--- src/rtl/ls_ahb_master_pkg.sv ---
// Shared AHB-Lite encodings and FSM state type for the LS-stage bus master.
// misaligned() backs the optional LS_AHB_MISALIGN_CHK_EN alignment check.
package ls_ahb_master_pkg;

  localparam logic [1:0] HTRANS_IDLE   = 2'b00;
  localparam logic [1:0] HTRANS_NONSEQ = 2'b10;

  localparam logic [2:0] HSIZE_BYTE = 3'b000;
  localparam logic [2:0] HSIZE_HALF = 3'b001;
  localparam logic [2:0] HSIZE_WORD = 3'b010;

  localparam logic [2:0] HBURST_SINGLE = 3'b000;
  localparam logic [3:0] HPROT_DATA    = 4'b0011;

  typedef enum logic [1:0] {
    ST_IDLE = 2'b00,
    ST_ADDR = 2'b01,
    ST_DATA = 2'b10,
    ST_DONE = 2'b11
  } ls_state_e;

  function automatic logic misaligned(input logic [2:0] hsize, input logic [1:0] addr_lo);
    logic bad;
    bad = 1'b0;
    case (hsize)
      HSIZE_HALF: bad = addr_lo[0];
      HSIZE_WORD: bad = (addr_lo != 2'b00);
      default:    bad = 1'b0;
    endcase
    return bad;
  endfunction

endpackage

--- src/rtl/ls_ahb_wdata_align.sv ---
// Replicates right-aligned store data across all byte lanes according to size,
// so the slave can pick its lane from haddr without the master shifting data.
module ls_ahb_wdata_align
  import ls_ahb_master_pkg::*;
(
  input  logic [2:0]  hsize,
  input  logic [31:0] wdata,
  output logic [31:0] lanes
);

  // Lane replication: byte x4, half x2, word unchanged.
  always_comb begin
    lanes = wdata;
    case (hsize)
      HSIZE_BYTE: lanes = {4{wdata[7:0]}};
      HSIZE_HALF: lanes = {2{wdata[15:0]}};
      default:    lanes = wdata;
    endcase
  end

endmodule

--- src/rtl/ls_ahb_master.sv ---
// AHB-Lite master turning one LS load/store into a single SINGLE transfer.
// Optional macro LS_AHB_MISALIGN_CHK_EN rejects misaligned half/word accesses.
module ls_ahb_master
  import ls_ahb_master_pkg::*;
#(
  parameter int ADDR_WIDTH = 32,
  parameter int DATA_WIDTH = 32
) (
  input  logic                  clk,
  input  logic                  rst_n,
  input  logic                  ls_req_i,
  input  logic                  ls_we_i,
  input  logic [ADDR_WIDTH-1:0] ls_addr_i,
  input  logic [1:0]            ls_size_i,
  input  logic [DATA_WIDTH-1:0] ls_wdata_i,
  input  logic                  ls_flush_i,
  output logic                  ls_stallreq_o,
  output logic                  ls_done_o,
  output logic [DATA_WIDTH-1:0] ls_rdata_o,
`ifdef LS_AHB_MISALIGN_CHK_EN
  output logic                  ls_misalign_o,
`endif
  output logic                  ls_buserr_o,
  output logic [ADDR_WIDTH-1:0] haddr_o,
  output logic [1:0]            htrans_o,
  output logic                  hwrite_o,
  output logic [2:0]            hsize_o,
  output logic [2:0]            hburst_o,
  output logic [3:0]            hprot_o,
  output logic [DATA_WIDTH-1:0] hwdata_o,
  input  logic [DATA_WIDTH-1:0] hrdata_i,
  input  logic                  hready_i,
  input  logic                  hresp_i
);

  ls_state_e             state;
  ls_state_e             state_nx;
  logic                  start;
  logic                  bad_align;
  logic                  drop;
  logic                  err_r;
  logic                  we_r;
  logic [1:0]            size_r;
  logic [ADDR_WIDTH-1:0] addr_r;
  logic [DATA_WIDTH-1:0] wdata_r;
  logic [DATA_WIDTH-1:0] rdata_r;

`ifdef LS_AHB_MISALIGN_CHK_EN
  logic misalign_r;
  assign bad_align = misaligned({1'b0, ls_size_i}, ls_addr_i[1:0]);
`else
  assign bad_align = 1'b0;
`endif

  // State register.
  always_ff @(posedge clk or negedge rst_n) begin
    if (!rst_n) state <= ST_IDLE;
    else        state <= state_nx;
  end

  // Next-state logic; a rejected misaligned access skips the bus entirely.
  always_comb begin
    state_nx = state;
    start    = 1'b0;
    case (state)
      ST_IDLE: begin
        if (ls_req_i && !ls_flush_i) begin
          start    = 1'b1;
          state_nx = bad_align ? ST_DONE : ST_ADDR;
        end else begin
          state_nx = ST_IDLE;
        end
      end
      ST_ADDR: state_nx = hready_i ? ST_DATA : ST_ADDR;
      ST_DATA: state_nx = hready_i ? ST_DONE : ST_DATA;
      ST_DONE: state_nx = ST_IDLE;
      default: state_nx = ST_IDLE;
    endcase
  end

  // Request capture, response capture and flush bookkeeping.
  always_ff @(posedge clk or negedge rst_n) begin
    if (!rst_n) begin
      addr_r  <= {ADDR_WIDTH{1'b0}};
      we_r    <= 1'b0;
      size_r  <= 2'b00;
      wdata_r <= {DATA_WIDTH{1'b0}};
      rdata_r <= {DATA_WIDTH{1'b0}};
      err_r   <= 1'b0;
      drop    <= 1'b0;
`ifdef LS_AHB_MISALIGN_CHK_EN
      misalign_r <= 1'b0;
`endif
    end else begin
      if (start) begin
        addr_r  <= ls_addr_i;
        we_r    <= ls_we_i;
        size_r  <= ls_size_i;
        wdata_r <= ls_wdata_i;
        err_r   <= bad_align;
`ifdef LS_AHB_MISALIGN_CHK_EN
        misalign_r <= bad_align;
`endif
      end else if (state == ST_DATA && hready_i) begin
        if (hresp_i) err_r   <= 1'b1;
        else         rdata_r <= hrdata_i;
      end
      // A started transfer always finishes on the bus; flush only hides its result.
      if (state == ST_DONE) begin
        drop <= 1'b0;
      end else if ((state == ST_ADDR || state == ST_DATA) && ls_flush_i) begin
        drop <= 1'b1;
      end
    end
  end

  ls_ahb_wdata_align u_wdata_align (
    .hsize (hsize_o),
    .wdata (wdata_r),
    .lanes (hwdata_o)
  );

  assign ls_stallreq_o = drop | (ls_req_i & (state != ST_DONE));
  assign ls_done_o     = (state == ST_DONE) & ~drop;
  assign ls_buserr_o   = ls_done_o & err_r;
  assign ls_rdata_o    = rdata_r;
`ifdef LS_AHB_MISALIGN_CHK_EN
  assign ls_misalign_o = ls_done_o & misalign_r;
`endif
  assign haddr_o  = addr_r;
  assign htrans_o = (state == ST_ADDR) ? HTRANS_NONSEQ : HTRANS_IDLE;
  assign hwrite_o = we_r;
  assign hsize_o  = {1'b0, size_r};
  assign hburst_o = HBURST_SINGLE;
  assign hprot_o  = HPROT_DATA;

endmodule
--- config.mk ---
export PLATFORM = sky130hd
export DESIGN_NAME = ls_ahb_master
export DESIGN_NICKNAME = d
export VERILOG_FILES = /design/src/rtl/ls_ahb_master_pkg.sv /design/src/rtl/ls_ahb_wdata_align.sv /design/src/rtl/ls_ahb_master.sv
export SDC_FILE = /design/constraint.sdc
export NUM_CORES = 1
export LEC_CHECK = 0
export CAP_MARGIN = 20
export CELL_PAD_IN_SITES_DETAIL_PLACEMENT = 1
export CELL_PAD_IN_SITES_GLOBAL_PLACEMENT = 1
export CORE_UTILIZATION = 45
export DETAILED_ROUTE_END_ITERATION = 8
export DONT_BUFFER_PORTS = 1
export PLACE_DENSITY_LB_ADDON = 0.1
export SLEW_MARGIN = 20
export SYNTH_ARGS = -nofsm -noshare
export SYNTH_HDL_FRONTEND = slang
export SYNTH_HIERARCHICAL = 1
export SYNTH_SLANG_ARGS = --single-unit
export TNS_END_PERCENT = 1
--- constraint.sdc ---
create_clock -name clk -period 2.3 [get_ports clk]
set_input_delay 0.23 -clock clk [delete_from_list [all_inputs] [get_ports clk]]
set_output_delay 0.23 -clock clk [all_outputs]
set_load 0.05 [all_outputs]
==> impl_metrics.toml, run 1 <==
[place]
dpl_cell_area_um2 = 4600
portBuffers = 0
gp_congestion = 0.712
hpwlAfterDp_um = 6340

[floorplan]
die-area_um2 = 10500
core_um2 = 9770
io-pin-count = 217
die_h_um = 102
initial_utilization = 0.463
rows = 36
fp.dieW_um = 102

[global_routing]
grt_start_max_net_pins = 104
grt_pass1_wl_um = 15000
grt_pass1_vias = 2854
grt-ovfl-total = 0
grt_usage = 0.193
antenna_found_initial = 1

[layout]
final_area_um2 = 5670
drive_above_1_share = 0.354
fin_nets = 504
area_growth_syn_to_layout_pct = 25.4

[sta]
finalSetupViolCount = 0
tns_ns = 0
worstMarginPinSlew_ns = 0.723
finalCritPeriodShare = 0.941
whs_ns = -0.448
finalClockSkew_ns = 0.0145
hold_viol = 103
timing.fmax_mhz = 462
finalCriticalPeriod_ns = 2.17
slew_violations = 0
grt_setup_unrepaired = "no"
max_slew_margin = 0.518

[synthesis]
syn_inst = 303
yosys_warnings = 6
post_synth.cell_area_avg_um2 = 14.9
yosysTopAreaCell = "dfrtp_1"
synth.top_cells.by_area = "dfrtp_1 (57%), mux2_2 (26%), buf_4 (3.3%)"
yosysTopAreaCellShare = 0.570
synth_common_cells = "mux2_2 (106), dfrtp_1 (103), buf_4 (20)"
async_flop_share = 1.00
synth_top_family_by_area = "multiplexers"
yosysUniqueCellTypes = 24
yosysSeqAreaShare = 0.570
yosys.cell_count.top_type = "mux2_2"
muxShareOfSynthArea = 0.308
yosys.area_share.xor_xnor = 0
synth_edf_count = 0
synthAdderAreaFrac = 0.0166
synth-simple-area-share = 0.0180
ys.flop_type = "dfrtp_1"
ys_seq_elements = 103
synth_compound_area_frac = 0.0241
syn-cell-area_um2 = 4520

[clock_network]
cts_made_buffers = 9
htree_levels = 3
cts_num_sinks = 103
clk_latency_ns = 0.37
clkSlewWorstSetupHoldPaths_ns = 0.09
cts_resized = 0
cts_tree = "yes"
clockRootBuffer = "clkbuf_8"
cts_buffer_depth = 2

[routing]
antenna_left = 0
wl_per_cell_um = 20.2
routed_via_density = 5.14
vias = 2735
drc = 0
drt_iter0_markers = 54
routed_wl_um = 10800
drtPass1Iterations = 3

[critical_path]
path_cells = "or2_1 -> mux2_2"
start_kind = "flip-flop"
setup.worst_path.end_class = "output port"
crit_type = "reg2out"
critical_path.top_delay_family = "simple AND/OR/NAND/NOR gates"
r2r_start = "state[0]"
regToRegSetupSlack_ns = 0.41
ff2ff_path_depth = 6
crit_fanout = 16
cp_num_buf_inv = 0
cp_slowest_stage_delay_ns = 0.60
slowest_stage = "or2_1"
reg2reg_to = "ls_rdata_o[7]"
arrival_ns = 1.94
worst_ep_required_time_ns = 2.07

[status]
status = "finished, violations left"
failed_checks = "negative hold slack"

[run]
drv_cap = 0

[hold_path]
hp-class = "in2async"
## how the worst max path moves through the flow
stage                      to  slack (ns)  depth (start not counted)  startpoint
2_1_floorplan    hwdata_o[24]       -0.30                          5   size_r[1]
3_3_place_gp   ls_rdata_o[28]        0.50                          6    state[0]
5_1_grt          hwdata_o[16]        0.05                          2   size_r[1]
3_5_place_dp   ls_rdata_o[29]        0.41                          6    state[0]
6_report         hwdata_o[20]        0.13                          2   size_r[1]
4_1_cts          hwdata_o[20]        0.08                          2   size_r[1]
## layout make-up
| cell class | count | area, µm² |
|---|---|---|
| Tap cell | 133 | 166 |
| Clock buffer | 11 | 131 |
| Fill cell | 949 | 4100 |
| Inverter | 3 | 11.3 |
| Timing Repair Buffer | 104 | 1030 |
| Multi-Input combinational cell | 172 | 1700 |
| Clock inverter | 5 | 58.8 |
| Antenna cell | 1 | 2.50 |
| Sequential cell | 103 | 2580 |
## layout by cell type (no fill, tap or decap), drive strengths merged, types with 6 or more instances in the layout
cell type      n
mux2         115
dfrtp        103
dlygate4sd3   88
o21ai         18
buf           16
clkbuf        11
conb          10
mux2i          9
ha             6
## registers in the layout, indices dropped and copies added, names as in the netlist, named ones only
register and flops:
size_r 2, drop 1, ls_rdata_o 32, haddr_o 32, err_r 1, state 1
wdata_r 32, hwrite_o 1
## per-layer routing
metal / wire (µm) / track usage / vias up
met1: 4020 / 0.221 / 1399
met5: 0 / 0 / -
li1: - / - / 1208
met3: 835 / 0.0663 / 14
met4: 206 / 0.0758 / 0
met2: 5710 / 0.330 / 114
## metrics by stage
step / util / instances / setup WS (ns)
after floorplan: - / 311 / -0.304
after global placement: 0.470 / 427 / 0.496
after detailed placement: 0.470 / 427 / 0.409
after CTS: 0.550 / 502 / 0.0806
after global routing: 0.580 / 532 / 0.0498
final: 0.580 / 532 / 0.135
## cells by family (layout without fill, tap and decap cells)
group,Yosys count,after routing
muxes,124,124
DFF,103,103
buffers and inverters,36,123
AOI/OAI and AO/OA,21,21
and+or+nand+nor,11,11
adders and majority gates,6,6
other,2,11
## what timing repair did
| item | in CTS | in global routing |
|---|---|---|
| hold buffers | 59 | 29 |
| hold endpoints to repair | 162 | 132 |
| buffers inserted | 0 | 0 |
Power of run 1 is left out: the tool's default activity adds up to more than one toggle a clock period on the data nets, which glitch-free logic cannot reach.
==> run 2: changes to the inputs <==
==> constraint.sdc (replaced) <==
create_clock -name clk -period 2.3 [get_ports clk]
set_input_delay 0.46 -clock clk [delete_from_list [all_inputs] [get_ports clk]]
set_output_delay 0.46 -clock clk [all_outputs]
set_load 0.05 [all_outputs]
==> impl_metrics.toml, run 2 (same netlist as run 1, synthesis figures left out) <==
[place]
hpwlAfterDp_um = 6420
gp_congestion = 0.711
portBuffers = 0

[clock_network]
clockRootBuffer = "clkbuf_8"
clkSlewWorstSetupHoldPaths_ns = 0.10
htree_levels = 3
clk_latency_ns = 0.38
cts_tree = "yes"
post-cts-setup-buffer-count = 0
cts_buffer_depth = 2
cts_made_buffers = 9
cts_num_sinks = 103

[sta]
finalSetupViolCount = 0
max_slew_margin = 0.610
whs_ns = -0.231
worstMarginPinSlew_ns = 0.585
finalClockSkew_ns = 0.0117
hold_viol = 103
finalCriticalPeriod_ns = 2.23
finalCritPeriodShare = 0.972
grt_setup_unrepaired = "yes"
slew_violations = 0
timing.fmax_mhz = 447

[routing]
routed_via_density = 5.37
drc = 0
antenna_left = 0
drtPass1Iterations = 4
drt_iter0_markers = 37
vias = 2386
routed_wl_um = 9350
wl_per_cell_um = 21.1

[run]
drv_cap = 0

[floorplan]
core_um2 = 9770
rows = 36
initial_utilization = 0.463
die_h_um = 102
fp.dieW_um = 102
io-pin-count = 217
die-area_um2 = 10500

[critical_path]
crit_start = "size_r[1]"
worst_ep_required_time_ns = 1.84
slowest_stage = "mux2_2"
start_kind = "flip-flop"
regToRegSetupSlack_ns = 0.35
crit_fanout = 8
critical_path.top_delay_family = "multiplexers"
cp_num_buf_inv = 0
cp_slowest_stage_delay_ns = 0.53
path_cells = "nor3_4 -> mux2_2"
setup.worst_path.end_class = "output port"
arrival_ns = 1.77
crit_type = "reg2out"

[layout]
drive_above_1_share = 0.466
antenna_cells = 0
area_growth_syn_to_layout_pct = 6.80
fin_nets = 417
postLayoutCoreUtil = 0.494
final_cell_mix = "mux2_2 (106), dfrtp_1 (103), buf_4 (15)"
mostFrequentLayoutCell = "mux2_2"
n_fill_cell = 976

[status]
failed_checks = "negative hold slack"
status = "finished, violations left"

[global_routing]
antenna_found_initial = 1
grt_pass1_vias = 2535
grt_usage = 0.181
grt-ovfl-total = 0
grt_pass1_wl_um = 13800
grt_start_max_net_pins = 104

[hold_path]
hp-class = "in2async"
-- run 2: changes by cell type in the layout (fill, tap and decap cells not counted), sizes merged --
cell,change
buf,+1
bufinv,+1
clkbuf,-2
clkinv,-1
clkinvlp,-1
diode,-1
dlygate4sd3,-88
inv,+3
-- run 2: what timing repair did --
item / CTS / global route
cloned: 0 / 0
gates resized for setup: 1 / 0
pin swaps: 0 / 0
setup endpoints to repair: 9 / 9
endpoints found under the hold margin: 103 / 103
-- run 2: worst paths after layout --
check	cells after the start	end
min in group clk	1	ls_rdata_o[9]
worst min register to register	1	wdata_r[18]
worst min-delay path	0	haddr_o[11]
max in group asynchronous	0	haddr_o[16]
worst max-delay path	2	hwdata_o[14]
worst max register to register	5	wdata_r[27]
-- run 2: final cells by class --
cell class | instances | area, µm² | area share
Clock inverter | 7 | 103 | 0.0212
Tap cell | 133 | 166 | 0.0344
Inverter | 3 | 11.3 | 0.00233
Sequential cell | 103 | 2580 | 0.534
Timing Repair Buffer | 17 | 153 | 0.0316
Multi-Input combinational cell | 172 | 1700 | 0.351
Clock buffer | 9 | 124 | 0.0256
-- run 2: layer usage --
metal	wire, µm	global-route usage
met1	3650	0.213
met2	4770	0.297
met3	825	0.0787
met4	106	0.0593
met5	0	0
-- run 2: metrics by stage --
| stage | area [µm²] | TNS (ns) | instances | setup slack [ns] | hold WS (ns) |
|---|---|---|---|---|---|
| floorplan | 4550 | -1.23 | 311 | -0.154 | 0.164 |
| global placement | 4600 | 0 | 428 | 0.301 | 0.167 |
| detailed placement | 4600 | 0 | 428 | 0.297 | 0.167 |
| CTS | 4830 | 0 | 444 | 0.0232 | -0.263 |
| global route | 4830 | -0.127 | 444 | -0.0199 | -0.278 |
| finish | 4830 | 0 | 444 | 0.0651 | -0.231 |
Power of run 2 is left out for the same reason.
==> run 3: changes to the inputs <==
Settings changed: SLEW_MARGIN 20 to default.
==> results of run 3 <==
No change in the layout: final DEF, timing and power equal those of run 2.
Power of run 3 is left out for the same reason.
